File: src/rtl/if_stage.sv
// Instruction-fetch stage: issues word fetches over a req/addr_ok/data_ok port
// (one request outstanding), holds one fetched instruction for decode, and
// squashes or discards wrong-path fetches when decode redirects.
module if_stage #(
    parameter logic [31:0] RESET_PC = 32'h1c000000
) (
    input  logic        clk,
    input  logic        resetn,
    input  logic [33:0] br_bus,
    input  logic        id_allowin,
    output logic        if_to_id_valid,
    output logic [63:0] if_to_id_bus,
    output logic        inst_sram_req,
    output logic        inst_sram_wr,
    output logic [1:0]  inst_sram_size,
    output logic [31:0] inst_sram_addr,
    input  logic        inst_sram_addr_ok,
    input  logic        inst_sram_data_ok,
    input  logic [31:0] inst_sram_rdata
);

    localparam int unsigned AW = 32;
    localparam int unsigned DW = 32;

    typedef enum logic {
        S_REQ  = 1'b0,
        S_WAIT = 1'b1
    } state_e;

    state_e        state_q, state_d;
    logic [AW-1:0] pf_pc_q, pf_pc_d;
    logic          req_hold_q, req_hold_d;
    logic [AW-1:0] req_addr_q, req_addr_d;
    logic          req_stale_q, req_stale_d;
    logic [AW-1:0] wait_pc_q, wait_pc_d;
    logic          discard_q, discard_d;
    logic          fs_valid_q, fs_valid_d;
    logic [AW-1:0] fs_pc_q, fs_pc_d;
    logic [DW-1:0] fs_inst_q, fs_inst_d;

    logic [AW-1:0] br_target;
    logic          br_cancel;
    logic          unused_br_taken;
    logic          slot_free;
    logic          req;
    logic [AW-1:0] addr;

    // Unpack the branch bus; br_taken is carried for decode's benefit only.
    assign br_target       = br_bus[33:2];
    assign unused_br_taken = br_bus[1];
    assign br_cancel       = br_bus[0];

    // A request may go out only if the slot is empty or draining this cycle;
    // a held request stays asserted until accepted.
    assign slot_free = !fs_valid_q || id_allowin;
    assign req       = (state_q == S_REQ) && (req_hold_q || slot_free);
    assign addr      = req_hold_q ? req_addr_q : pf_pc_q;

    assign inst_sram_req  = req;
    assign inst_sram_addr = addr;
    assign inst_sram_wr   = 1'b0;
    assign inst_sram_size = 2'b10;

    assign if_to_id_valid = fs_valid_q;
    assign if_to_id_bus   = {fs_pc_q, fs_inst_q};

    // Next-state: request handshake, response capture, hand-off and redirect.
    always_comb begin
        state_d     = state_q;
        pf_pc_d     = pf_pc_q;
        req_hold_d  = req_hold_q;
        req_addr_d  = req_addr_q;
        req_stale_d = req_stale_q;
        wait_pc_d   = wait_pc_q;
        discard_d   = discard_q;
        fs_valid_d  = fs_valid_q;
        fs_pc_d     = fs_pc_q;
        fs_inst_d   = fs_inst_q;

        // Decode takes the instruction; a refill below may override.
        if (fs_valid_q && id_allowin) begin
            fs_valid_d = 1'b0;
        end

        case (state_q)
            S_REQ: begin
                if (req && !inst_sram_addr_ok) begin
                    req_hold_d = 1'b1;
                    req_addr_d = addr;
                    if (br_cancel) begin
                        req_stale_d = 1'b1;
                    end
                end else if (req && inst_sram_addr_ok) begin
                    req_hold_d  = 1'b0;
                    wait_pc_d   = addr;
                    state_d     = S_WAIT;
                    discard_d   = req_stale_q || br_cancel;
                    req_stale_d = 1'b0;
                    // A stale held request already has pf_pc pointing at the
                    // redirect target, so it must not be advanced past it.
                    if (!req_stale_q) begin
                        pf_pc_d = addr + AW'(4);
                    end
                end
            end
            S_WAIT: begin
                if (inst_sram_data_ok) begin
                    state_d = S_REQ;
                    if (discard_q) begin
                        discard_d = 1'b0;
                    end else if (!br_cancel) begin
                        fs_valid_d = 1'b1;
                        fs_inst_d  = inst_sram_rdata;
                        fs_pc_d    = wait_pc_q;
                    end
                end else if (br_cancel) begin
                    discard_d = 1'b1;
                end
            end
            default: begin
                state_d = S_REQ;
            end
        endcase

        // Redirect wins over sequential advance and flushes the slot.
        if (br_cancel) begin
            pf_pc_d    = br_target;
            fs_valid_d = 1'b0;
        end
    end

    // State registers with synchronous active-low reset.
    always_ff @(posedge clk) begin
        if (!resetn) begin
            state_q     <= S_REQ;
            pf_pc_q     <= RESET_PC;
            req_hold_q  <= 1'b0;
            req_addr_q  <= '0;
            req_stale_q <= 1'b0;
            wait_pc_q   <= '0;
            discard_q   <= 1'b0;
            fs_valid_q  <= 1'b0;
            fs_pc_q     <= '0;
            fs_inst_q   <= '0;
        end else begin
            state_q     <= state_d;
            pf_pc_q     <= pf_pc_d;
            req_hold_q  <= req_hold_d;
            req_addr_q  <= req_addr_d;
            req_stale_q <= req_stale_d;
            wait_pc_q   <= wait_pc_d;
            discard_q   <= discard_d;
            fs_valid_q  <= fs_valid_d;
            fs_pc_q     <= fs_pc_d;
            fs_inst_q   <= fs_inst_d;
        end
    end

endmodule

File: config.mk
export PLATFORM = sky130hd
export DESIGN_NAME = if_stage
export DESIGN_NICKNAME = d
export VERILOG_FILES = /design/src/rtl/if_stage.sv
export SDC_FILE = /design/constraint.sdc
export NUM_CORES = 1
export LEC_CHECK = 0
export BUFFER_PORTS_ARGS = -buffer_cell sky130_fd_sc_hd__buf_2
export CORE_MARGIN = 2
export CORE_UTILIZATION = 49
export CTS_CLUSTER_DIAMETER = 80
export DETAILED_ROUTE_END_ITERATION = 6
export PLACE_DENSITY = 0.81
export SKIP_LAST_GASP = 1
export SLEW_MARGIN = 25
export SYNTH_ARGS = -nofsm -noshare
export SYNTH_HDL_FRONTEND = slang
export SYNTH_SLANG_ARGS = --single-unit
File: constraint.sdc
create_clock -name clk -period 2.68 [get_ports clk]
set_input_delay 0.134 -clock clk [delete_from_list [all_inputs] [get_ports clk]]
set_output_delay 0.134 -clock clk [all_outputs]
set_load 0.02 [all_outputs]
# After elaboration in Yosys (flattened, before gate mapping)
# Cells that the tools add are included.
totals:
  regBits: 165
  in_bits: 71
  out_inout_bits: 101
  elab_cells: 63
op_classes:
  add_sub_neg: 1
  n_eq_ne: 6
  muxes: 22
  bitwise_logic: 5
  n_reduce_logical: 19
ops:
  columns: ["cell", "count"]
  rows:
  - ["2-to-1 mux 32 bit", 6]
  - ["adder 32 x 3 -> 32 bit (second input constant)", 1]
  - ["2-to-1 mux 1 bit", 14]
  - ["AND reduction 3 bit", 3]
  - ["inequality test 2 bit (second input constant)", 4]
  - ["AND reduction 4 bit", 2]
  - ["NOT 1 bit", 5]
  - ["logical AND 1 bit", 4]
  - ["case mux 1 bit (2 select lines)", 2]
  - ["AND reduction 2 bit", 2]
  - ["nonzero test 2 bit", 2]
  - ["logical OR 1 bit", 3]
  - ["inequality test 3 bit (second input constant)", 1]
  - ["logical NOT 1 bit", 2]
  - ["inequality test 2 x 1 -> 1 bit (second input constant)", 1]
  - ["OR reduction 2 bit", 1]

# Depth between registers and ports, before layout
# Gate-level depths: netlist (run 1).
depth:
  word_depth: 9
  ltp_mapped: 12
  ltp_nobuf: 9

# Worst setup path before layout (run 1)
# No wires, ideal clock.
synth_timing:
  kind: "flip-flop to flip-flop"
  startpoint: "register req_hold_q"
  endpoint: "register pf_pc_q[26]"
  setup_time_ns: 0.134
  arrival_time_ns: 2.689
  t_required_ns: 2.546
  path_slack_ns: -0.143
  stages_incl_launch_ff: 13
  n_path_buf: 3
  synth_period_minus_slack_ns: 2.823
  cell_sequence: "dfxtp_1 buf_4 buf_8 buf_2 mux2i_1 inv_1 ha_1 nand4b_1 a21oi_4 nand4_1 or3_1 a21boi_1 o21ai_1"
synth_between:
  elab_chain_len: 7
  elab_cells_between_ends: 14
  cone_classes: "add/sub: 1; eq/ne: 1; mux: 6; reduce/logical: 6"
synth_lines:
  columns: ["element", "line", "text"]
  rows:
  - ["start, declared", "32", "logic req_hold_q, req_hold_d;"]
  - ["start signal, assigned", "148", "req_hold_q <= req_hold_d;"]
  - ["2-to-1 mux 32 bit", "57", "assign addr = req_hold_q ? req_addr_q : pf_pc_q;"]
  - ["named net inst_sram_addr[2]", "16", "output logic [31:0] inst_sram_addr,"]
  - ["adder 32 x 3 -> 32 bit", "102", "pf_pc_d = addr + AW'(4);"]
  - ["2-to-1 mux 32 bit", "101", "if (!req_stale_q) begin"]
  - ["2-to-1 mux 32 bit", "93", "end else if (req && inst_sram_addr_ok) begin"]
  - ["2-to-1 mux 32 bit", "87", "if (req && !inst_sram_addr_ok) begin"]
  - ["2-to-1 mux 32 bit", "85", "case (state_q)"]
  - ["2-to-1 mux 32 bit", "126", "if (br_cancel) begin"]
  - ["end signal, assigned", "147", "pf_pc_q <= pf_pc_d;"]
  - ["end, declared", "31", "logic [AW-1:0] pf_pc_q, pf_pc_d;"]
# The timed path passes the listed nets, and every way through them passes these cells. The select of a mux whose other input is x is not followed.
# A chain may end at the register's enable or synchronous reset.

# Worst setup path in the final report (run 1)
layout_timing:
  startpoint: "register req_hold_q"
  endpoint: "register pf_pc_q[26]"
layout_between:
  elab_chain_len: 7
  elab_cells_between_ends: 14
  cone_classes: "add/sub: 1; eq/ne: 1; mux: 6; reduce/logical: 6"
layout_lines:
  columns: ["element", "line"]
  rows:
  - ["2-to-1 mux 32 bit", "57"]
  - ["adder 32 x 3 -> 32 bit", "102"]
  - ["2-to-1 mux 32 bit", "101"]
  - ["2-to-1 mux 32 bit", "93"]
  - ["2-to-1 mux 32 bit", "87"]
  - ["2-to-1 mux 32 bit", "85"]
  - ["2-to-1 mux 32 bit", "126"]
# Several ways; a longest one is shown, not always the timed one. The select of a mux whose other input is x is not followed.

==> impl_metrics.csv, run 1 <==
group,metric,value,unit
yosys,adder_cell_share_of_the_synthesized_area,0.1655,%
yosys,yosys.area_share.xor_xnor,2.664,%
yosys,synth_largest_area_cell,"sky130_fd_sc_hd__dfxtp_1",
floorplan,fp.dieH,128.2,um
yosys,synth.mux.area_fraction,4.468,%
power,pwr_density_cell,633.3,nW/um^2
sta,max_clock_freq,400.9,MHz
yosys,post_synth_and_or_nand_nor_area_fraction,19.44,%
routing,detail_route.iter0.violations,409,
clock_tree,numCtsBuffers,17,
clock_tree,clock_path_buffers,2,
finish,area.sequential,3304,um^2
finish,p_r_area_growth_vs_syn,26.76,%
routing,detail_route.wl_per_cell,15.94,um
clock_tree,cts_tree,"yes",
global_routing,globalRouteOverflowTotal,0,
routing,post_drt_via_cell_ratio,5.373,
floorplan,die_area,16440,um^2
power,power.leakage,4.698,nW
yosys,main_combinational_cell_family_by_area_after_synthesis,"compound AO/OA/AOI/OAI gates",
sta,final.min_clock_period,2.495,ns
status,outcome,"finished clean",
global_routing,grt.total_usage,23.91,%
sta,worst_clock_skew,0.009436,ns
sta,finalHoldViolCount,0,
floorplan,floorplan.rows,45,
worst_setup_path,critPathLaunchType,"flop",
clock_tree,cts_root_buffer,"sky130_fd_sc_hd__clkbuf_16",
clock_tree,cts.clk_slew.worst_paths,0.06,ns
sta,worst_slew_pin_slew,0.6986,ns
worst_setup_path,crit_fanout,8,
power,comb_power_share,14.8,%
yosys,asyncSetResetFlopFracSynth,0,%
sta,timing.setup.tns,0,ns
sta,final-setup-viol-count,0,
global_routing,grt_start_max_net_pins,67,
floorplan,io-pin-count,172,
power,switching_share,26.85,%
placed_design,number_of_buffer_cells_added_on_primary_ports,167,
finish,post_route_cells_drive_above_1_share,23.13,%
sta,final_max_slew_viol_count,0,
placed_design,routabilityCongestion,0.8597,
global_routing,vias_in_the_first_global_route,6286,
worst_setup_path,data_required_time_at_the_worst_endpoint,2.97,ns
sta,max-slew-margin-rel,53.43,%
routing,via_total_after_detailed_routing,6748,
global_routing,wire_length_of_the_first_global_routing_pass,30.94,mm
yosys,synth_edf_count,0,
yosys,yosysWarningCount,0,
routing,drt-pass1-iter-count,4,
power,worst_vdd_drop,0.5630,mV
finish,finish.utilization,63.28,%
yosys,yosysTopAreaCellShare,43.69,%
yosys,flip_flop_and_latch_count_after_synthesis,165,
yosys,synthesis.area_per_instance,8.721,um^2
worst_setup_path,crit_arrival,2.78,ns
worst_setup_path,crit_chain,"mux2i_1, inv_2, ha_2, nand4b_1, a21oi_4, nand4_1, or3_1, a21boi_1, o21ai_1",
yosys,ys.flop_type,"sky130_fd_sc_hd__dfxtp_1",
floorplan,floorplan.die.width,128.2,um
yosys,synth_compound_area_share,23.03,%
hold_path,class_of_the_tightest_hold_or_removal_check,"in -> reg",
floorplan,start_util,49.92,%
finish,finish.net_count,1127,
clock_tree,htree_num_levels,4,
sta,grt_setup_unrepaired,"no",
finish,insertedDiodeCount,0,
yosys,synth_cell_type_count,58,
global_routing,grt_antenna_before_repair,0,
yosys,synthesis.instances,867,
yosys,ys_seq_area_share,43.69,%
power,net-switching-power,1.630,mW
routing,drcViolationCount,0,
worst_setup_path,critical_path.max_stage_delay,0.42,ns
finish,multi_input_gate_area,3794,um^2
routing,ant_nets,0,
yosys,synth_top_cells_by_area,"sky130_fd_sc_hd__dfxtp_1, sky130_fd_sc_hd__nand2_1, sky130_fd_sc_hd__o211a_1",
finish,fillerInstances,1260,
worst_setup_path,timing.setup.critical_path_class,"reg -> reg",
clock_tree,clock_sinks,165,
yosys,syn_area,7561,um^2
clock_tree,worst_skew_pair.late_latency,0.43,ns
worst_setup_path,crit_path_end_kind,"flop",
power,seq_power_share,44.5,%
power,p_clk_share,40.7,%
floorplan,floorplan.core_area,15150,um^2
placed_design,final_hpwl_from_detailed_placement,13.08,mm
run,drv_cap,0,
power,power_report.internal_total,4.440,mW
routing,detail_route.wirelength,20.02,mm
worst_setup_path,worst_path_max_delay_cell,"sky130_fd_sc_hd__or3_1",
sta,final.period_utilization,93.08,%
cell usage in the layout, fill, tap and decap left out, types with 4 or more instances in the layout:
cell / count
sky130_fd_sc_hd__o21ai_0: 25
sky130_fd_sc_hd__a21boi_0: 64
sky130_fd_sc_hd__clkinv_2: 4
sky130_fd_sc_hd__a211oi_1: 8
sky130_fd_sc_hd__nand3_1: 16
sky130_fd_sc_hd__buf_2: 166
sky130_fd_sc_hd__a21oi_1: 32
sky130_fd_sc_hd__clkbuf_16: 17
sky130_fd_sc_hd__buf_4: 16
sky130_fd_sc_hd__mux2i_1: 31
sky130_fd_sc_hd__o211a_1: 68
sky130_fd_sc_hd__clkbuf_8: 4
sky130_fd_sc_hd__nor3_1: 8
sky130_fd_sc_hd__nand4_1: 6
sky130_fd_sc_hd__nor2b_1: 6
sky130_fd_sc_hd__nand2_1: 231
sky130_fd_sc_hd__xnor2_1: 22
sky130_fd_sc_hd__dlygate4sd3_1: 53
sky130_fd_sc_hd__inv_1: 32
sky130_fd_sc_hd__o211ai_1: 4
sky130_fd_sc_hd__dfxtp_1: 164
sky130_fd_sc_hd__nand4b_1: 4
sky130_fd_sc_hd__nor2_1: 10
sky130_fd_sc_hd__nand3b_1: 6
sky130_fd_sc_hd__and3_1: 6
routing by layer:
layer	vias to the layer above	share of wire, %	track usage, %
met1	3191	43	28.53
met3	37	4.3	4.382
met5	-	0	0
met2	168	50	41.80
met4	0	2.7	10.73
li1	3352	-	-
registers in the layout (all words and copies together), names as in the netlist:
signal and cells:
req_stale_q 1, state_q 1, req_hold_q 1, discard_q 1, wait_pc_q 32, req_addr_q 32, if_to_id_valid 1, pf_pc_q 32
fs_pc_q 32, fs_inst_q 32
synth_stat cells, drive strengths merged (18+ instances only):
library cell and instances:
a21boi 67, a21oi 33, buf 18, clkbuf 50, dfxtp 165, inv 34, mux2i 33, nand2 231
nand3 18, o211a 68, o21ai 26, xnor2 22
through the flow:
stage,total power [mW],instance area [um^2],hold WS (ns),setup WS (ns),std cells
final,6.069,9584,0.01597,0.1855,1256
after global routing,6.306,9584,0.04202,0.04238,1256
after CTS,6.104,9584,0.007701,0.2226,1256
after detailed placement,3.579,8452,0.3606,0.2493,1171
after global placement,3.554,8448,0.3573,0.3234,1171
after floorplan,3.328,7574,0.2718,0.009670,868
final timing paths:
path	from	end	slack [ns]	cells after the start
hold reg to reg	wait_pc_q[12]	fs_pc_q[12]	0.46	2
setup / recovery	req_hold_q	pf_pc_q[26]	0.19	9
setup reg to reg	req_hold_q	pf_pc_q[26]	0.19	9
hold / removal	br_bus[2]	pf_pc_q[0]	0.02	3
cell families (layout without fill, tap and decap cells):
logic type	after synthesis	in the layout
AO/OA/AOI/OAI	221	221
buffers and inverters	103	303
AND/OR/NAND/NOR	319	319
adder cells (fa/ha/maj)	1	1
XOR/XNOR	23	23
flip-flops	165	165
other	2	3
multiplexers	33	33
cell type report:
class                           instances  share of cell area, %
Clock buffer                           21                  5.013
Clock inverter                         11                  1.266
Inverter                               34                  1.332
Multi-Input combinational cell        600                  39.58
Sequential cell                       165                  34.48
Tap cell                              188                  2.454
Timing Repair Buffer                  237                  15.87
power groups by stage:
| stage | combinational [mW] | sequential [mW] | clock, mW |
|---|---|---|---|
| 2_1_floorplan | 0.587 | 2.74 | 0 |
| 3_3_place_gp | 0.811 | 2.74 | 0 |
| 6_report | 0.897 | 2.70 | 2.47 |
| 3_5_place_dp | 0.830 | 2.75 | 0 |
| 4_1_cts | 0.897 | 2.70 | 2.51 |
| 5_1_grt | 0.979 | 2.71 | 2.61 |
what timing repair did:
item,CTS,global route
resized for setup,0,0
setup buffers,0,0
hold endpoints to repair,53,0
hold buffers,53,0
worst max-delay path: cells and delay by family, from the launching register on:
| kind | cells | cell delay (ns) |
|---|---|---|
| mux | 1 | 0.14 |
| compound gates | 3 | 0.56 |
| fa+ha+maj | 1 | 0.23 |
| buf+inv | 1 | 0.11 |
| flops | 1 | 0.39 |
| simple gates | 3 | 0.92 |
(Power assumes the default switching activity.)
==> run 2: changes to the inputs <==
--- a/config.mk
+++ b/config.mk
@@ -5,6 +5,7 @@
 export SDC_FILE = /design/constraint.sdc
 export NUM_CORES = 1
 export LEC_CHECK = 0
+export ABC_AREA = 1
 export BUFFER_PORTS_ARGS = -buffer_cell sky130_fd_sc_hd__buf_2
 export CORE_MARGIN = 2
 export CORE_UTILIZATION = 49
==> impl_metrics.csv, run 2 <==
group,metric,value,unit
sta,max-slew-margin-rel,60.61,%
yosys,synth_cell_type_count,36,
routing,post_drt_via_cell_ratio,5.457,
worst_setup_path,critical_path.max_stage_delay,0.38,ns
power,power.leakage,4.245,nW
yosys,flip_flop_and_latch_count_after_synthesis,165,
power,worst_vdd_drop,0.4448,mV
finish,mostFrequentLayoutCell,"sky130_fd_sc_hd__nand2_1",
clock_tree,cts.clk_slew.worst_paths,0.06,ns
sta,grt_setup_unrepaired,"no",
power,comb_power_share,16.0,%
sta,timing.setup.tns,0,ns
sta,finalHoldViolCount,0,
routing,drt-pass1-iter-count,7,
yosys,ys_seq_area_share,43.35,%
sta,final.period_utilization,85.82,%
clock_tree,cts_tree,"yes",
run,drv_cap,0,
sta,finalHoldWorstSlack,0.01048,ns
clock_tree,cts_root_buffer,"sky130_fd_sc_hd__clkbuf_16",
sta,final-setup-viol-count,0,
worst_setup_path,crit_chain,"buf_4, nand2_1, nand2_1, ha_1, nand3_1, inv_1, nand2_1, nor2_4, nand2_1, nand3_1, nand3_1, a21oi_1",
finish,layout.cells.most_common_list,"sky130_fd_sc_hd__nand2_1, sky130_fd_sc_hd__nor2_1, sky130_fd_sc_hd__buf_2, sky130_fd_sc_hd__dfxtp_1, sky130_fd_sc_hd__o21ai_0",
worst_setup_path,data_required_time_at_the_worst_endpoint,3.04,ns
finish,finish.net_count,1312,
routing,detail_route.wirelength,23.04,mm
clock_tree,clock_sinks,165,
yosys,yosysTopAreaCellShare,43.35,%
floorplan,floorplan.die.width,128.7,um
hold_path,hold-path-cell-count,3,
global_routing,grt_antenna_before_repair,0,
worst_setup_path,crit_path_top_cell_by_count,"sky130_fd_sc_hd__nand2_1",
floorplan,floorplan.core_area,15200,um^2
hold_path,class_of_the_tightest_hold_or_removal_check,"in -> reg",
finish,insertedDiodeCount,0,
yosys,netlist_top_cells_count,"sky130_fd_sc_hd__nand2_1, sky130_fd_sc_hd__nor2_1, sky130_fd_sc_hd__dfxtp_1",
placed_design,routabilityCongestion,0.9796,
worst_setup_path,worstSetupPathDepth,12,
clock_tree,htree_num_levels,4,
yosys,synthesis.instances,1064,
power,pwr_density_cell,630.5,nW/um^2
power,seq_power_share,44.6,%
global_routing,grt_start_max_net_pins,65,
finish,final-instance-count-excl-fill,1441,
yosys,asyncSetResetFlopFracSynth,0,%
yosys,syn_area,7620,um^2
floorplan,io-pin-count,172,
floorplan,die_area,16560,um^2
yosys,ys.flop_type,"sky130_fd_sc_hd__dfxtp_1",
finish,p_r_area_growth_vs_syn,24.29,%
global_routing,grt.total_usage,27.41,%
worst_setup_path,crit_path_end_kind,"flop",
sta,worst_slew_pin_slew,0.5909,ns
global_routing,wire_length_of_the_first_global_routing_pass,36.06,mm
floorplan,fp.dieH,128.7,um
global_routing,vias_in_the_first_global_route,7150,
placed_design,number_of_buffer_cells_added_on_primary_ports,167,
floorplan,start_util,50.12,%
worst_setup_path,worst_path_max_delay_cell,"sky130_fd_sc_hd__dfxtp_1",
worst_setup_path,crit_fanout,18,
routing,detail_route.iter0.violations,740,
clock_tree,worst_skew_pair.late_latency,0.43,ns
placed_design,place_inst,1373,
sta,final_max_slew_viol_count,0,
clock_tree,clock_path_buffers,2,
placed_design,final_hpwl_from_detailed_placement,15.06,mm
yosys,synth_largest_area_cell,"sky130_fd_sc_hd__dfxtp_1",
routing,via_total_after_detailed_routing,7864,
yosys,synthMostInstantiatedCell,"sky130_fd_sc_hd__nand2_1",
worst_setup_path,crit_arrival,2.66,ns
power,p_clk_share,39.5,%
worst_setup_path,worst_r2r_path_depth,12,
yosys,synth_edf_count,0,
sta,final.min_clock_period,2.300,ns
finish,finish.utilization,62.30,%
worst_setup_path,critPathTopFamily,"simple AND/OR/NAND/NOR gates",
routing,detail_route.wl_per_cell,15.99,um
worst_setup_path,critPathLaunchType,"flop",
routing,ant_nets,0,
worst_setup_path,timing.setup.critical_path_class,"reg -> reg",
yosys,synthesis.area_per_instance,7.161,um^2
floorplan,floorplan.rows,45,
global_routing,globalRouteOverflowTotal,0,
power,switching_share,28.73,%
status,outcome,"finished clean",
sta,max_clock_freq,434.8,MHz
power,design_power_total,5.971,mW
power,net-switching-power,1.715,mW
yosys,synth_top_cells_by_area,"sky130_fd_sc_hd__dfxtp_1, sky130_fd_sc_hd__nand2_1, sky130_fd_sc_hd__nor2_1",
yosys,yosysWarningCount,0,
clock_tree,numCtsBuffers,17,
sta,worst_clock_skew,0.007786,ns
finish,post_route_cells_drive_above_1_share,24.66,%
clock_tree,post_cts_resized,0,
power,power_report.internal_total,4.256,mW
worst_setup_path,cp_num_buf_inv,2,
routing,drcViolationCount,0,
[run 2: cell types whose count changed in the layout (fill, tap and decap cells not counted), sizes merged, moves of 50 or more]
cell    before  now
a21boi      67    0
a21oi       33  103
nand2      231  281
nor2        11  201
o211a       68    0
o21ai       26  114
[run 2: stage by stage]
step / setup slack, ns / instance area [um^2]
6_report: 0.3800 / 9470
3_5_place_dp: 0.4438 / 8542
3_3_place_gp: 0.5164 / 8542
5_1_grt: 0.09602 / 9470
2_1_floorplan: 0.6869 / 7624
4_1_cts: 0.4235 / 9470
[run 2: logic make-up (layout without fill, tap and decap cells)]
family          after synthesis  in the layout  share of synthesized area, %
xor+xnor                      8              8                        0.9196
compound gates              231            231                         15.85
other cells                   2              3                       0.09856
fa+ha+maj                     1              1                        0.1642
simple gates                553            553                         33.51
flops                       165            165                         43.35
buf+inv                     104            292                         6.108
[run 2: layer usage]
layer	track usage (%)	part of all wire [%]	up-vias
met5	0	0	-
met2	43.17	47	387
met3	6.237	8.4	64
met4	13.43	3.6	0
met1	35.60	41	3608
li1	-	-	3805
[run 2: power by group through the flow]
stage | sequential [mW] | combinational [mW] | clock (mW)
2_1_floorplan | 2.74 | 0.568 | 0
3_3_place_gp | 2.71 | 0.878 | 0
3_5_place_dp | 2.71 | 0.892 | 0
4_1_cts | 2.66 | 0.938 | 2.38
5_1_grt | 2.67 | 1.04 | 2.49
6_report | 2.66 | 0.953 | 2.36
[run 2: layout make-up]
class,count,area (um^2)
repair buffers,223,1359
well taps,188,235.2
clock inverters,10,93.84
fillers,1341,5732
inverters,37,138.9
flip-flops and latches,165,3303
multi-input cells,796,3866
clock buffers,22,474.2
[run 2: path summary, 6_finish.rpt]
path                   start  slack, ns          end
hold reg to reg   pf_pc_q[1]       0.45   pf_pc_q[1]
hold / removal    br_bus[15]       0.01  pf_pc_q[13]
setup / recovery  req_hold_q       0.38  pf_pc_q[22]
setup reg to reg  req_hold_q       0.38  pf_pc_q[22]
[run 2: worst reg2reg max path, stage by stage (launching register included)]
cell	delay [ns]
sky130_fd_sc_hd__dfxtp_1	0.38
sky130_fd_sc_hd__buf_4	0.30
sky130_fd_sc_hd__nand2_1	0.09
sky130_fd_sc_hd__nand2_1	0.18
sky130_fd_sc_hd__ha_1	0.29
sky130_fd_sc_hd__nand3_1	0.22
sky130_fd_sc_hd__inv_1	0.11
sky130_fd_sc_hd__nand2_1	0.17
sky130_fd_sc_hd__nor2_4	0.18
sky130_fd_sc_hd__nand2_1	0.06
sky130_fd_sc_hd__nand3_1	0.06
sky130_fd_sc_hd__nand3_1	0.07
sky130_fd_sc_hd__a21oi_1	0.12
[run 2: what timing repair did]
action                    CTS  global route
buffers inserted            0             0
hold endpoints to repair   36             0
hold buffers               36             0
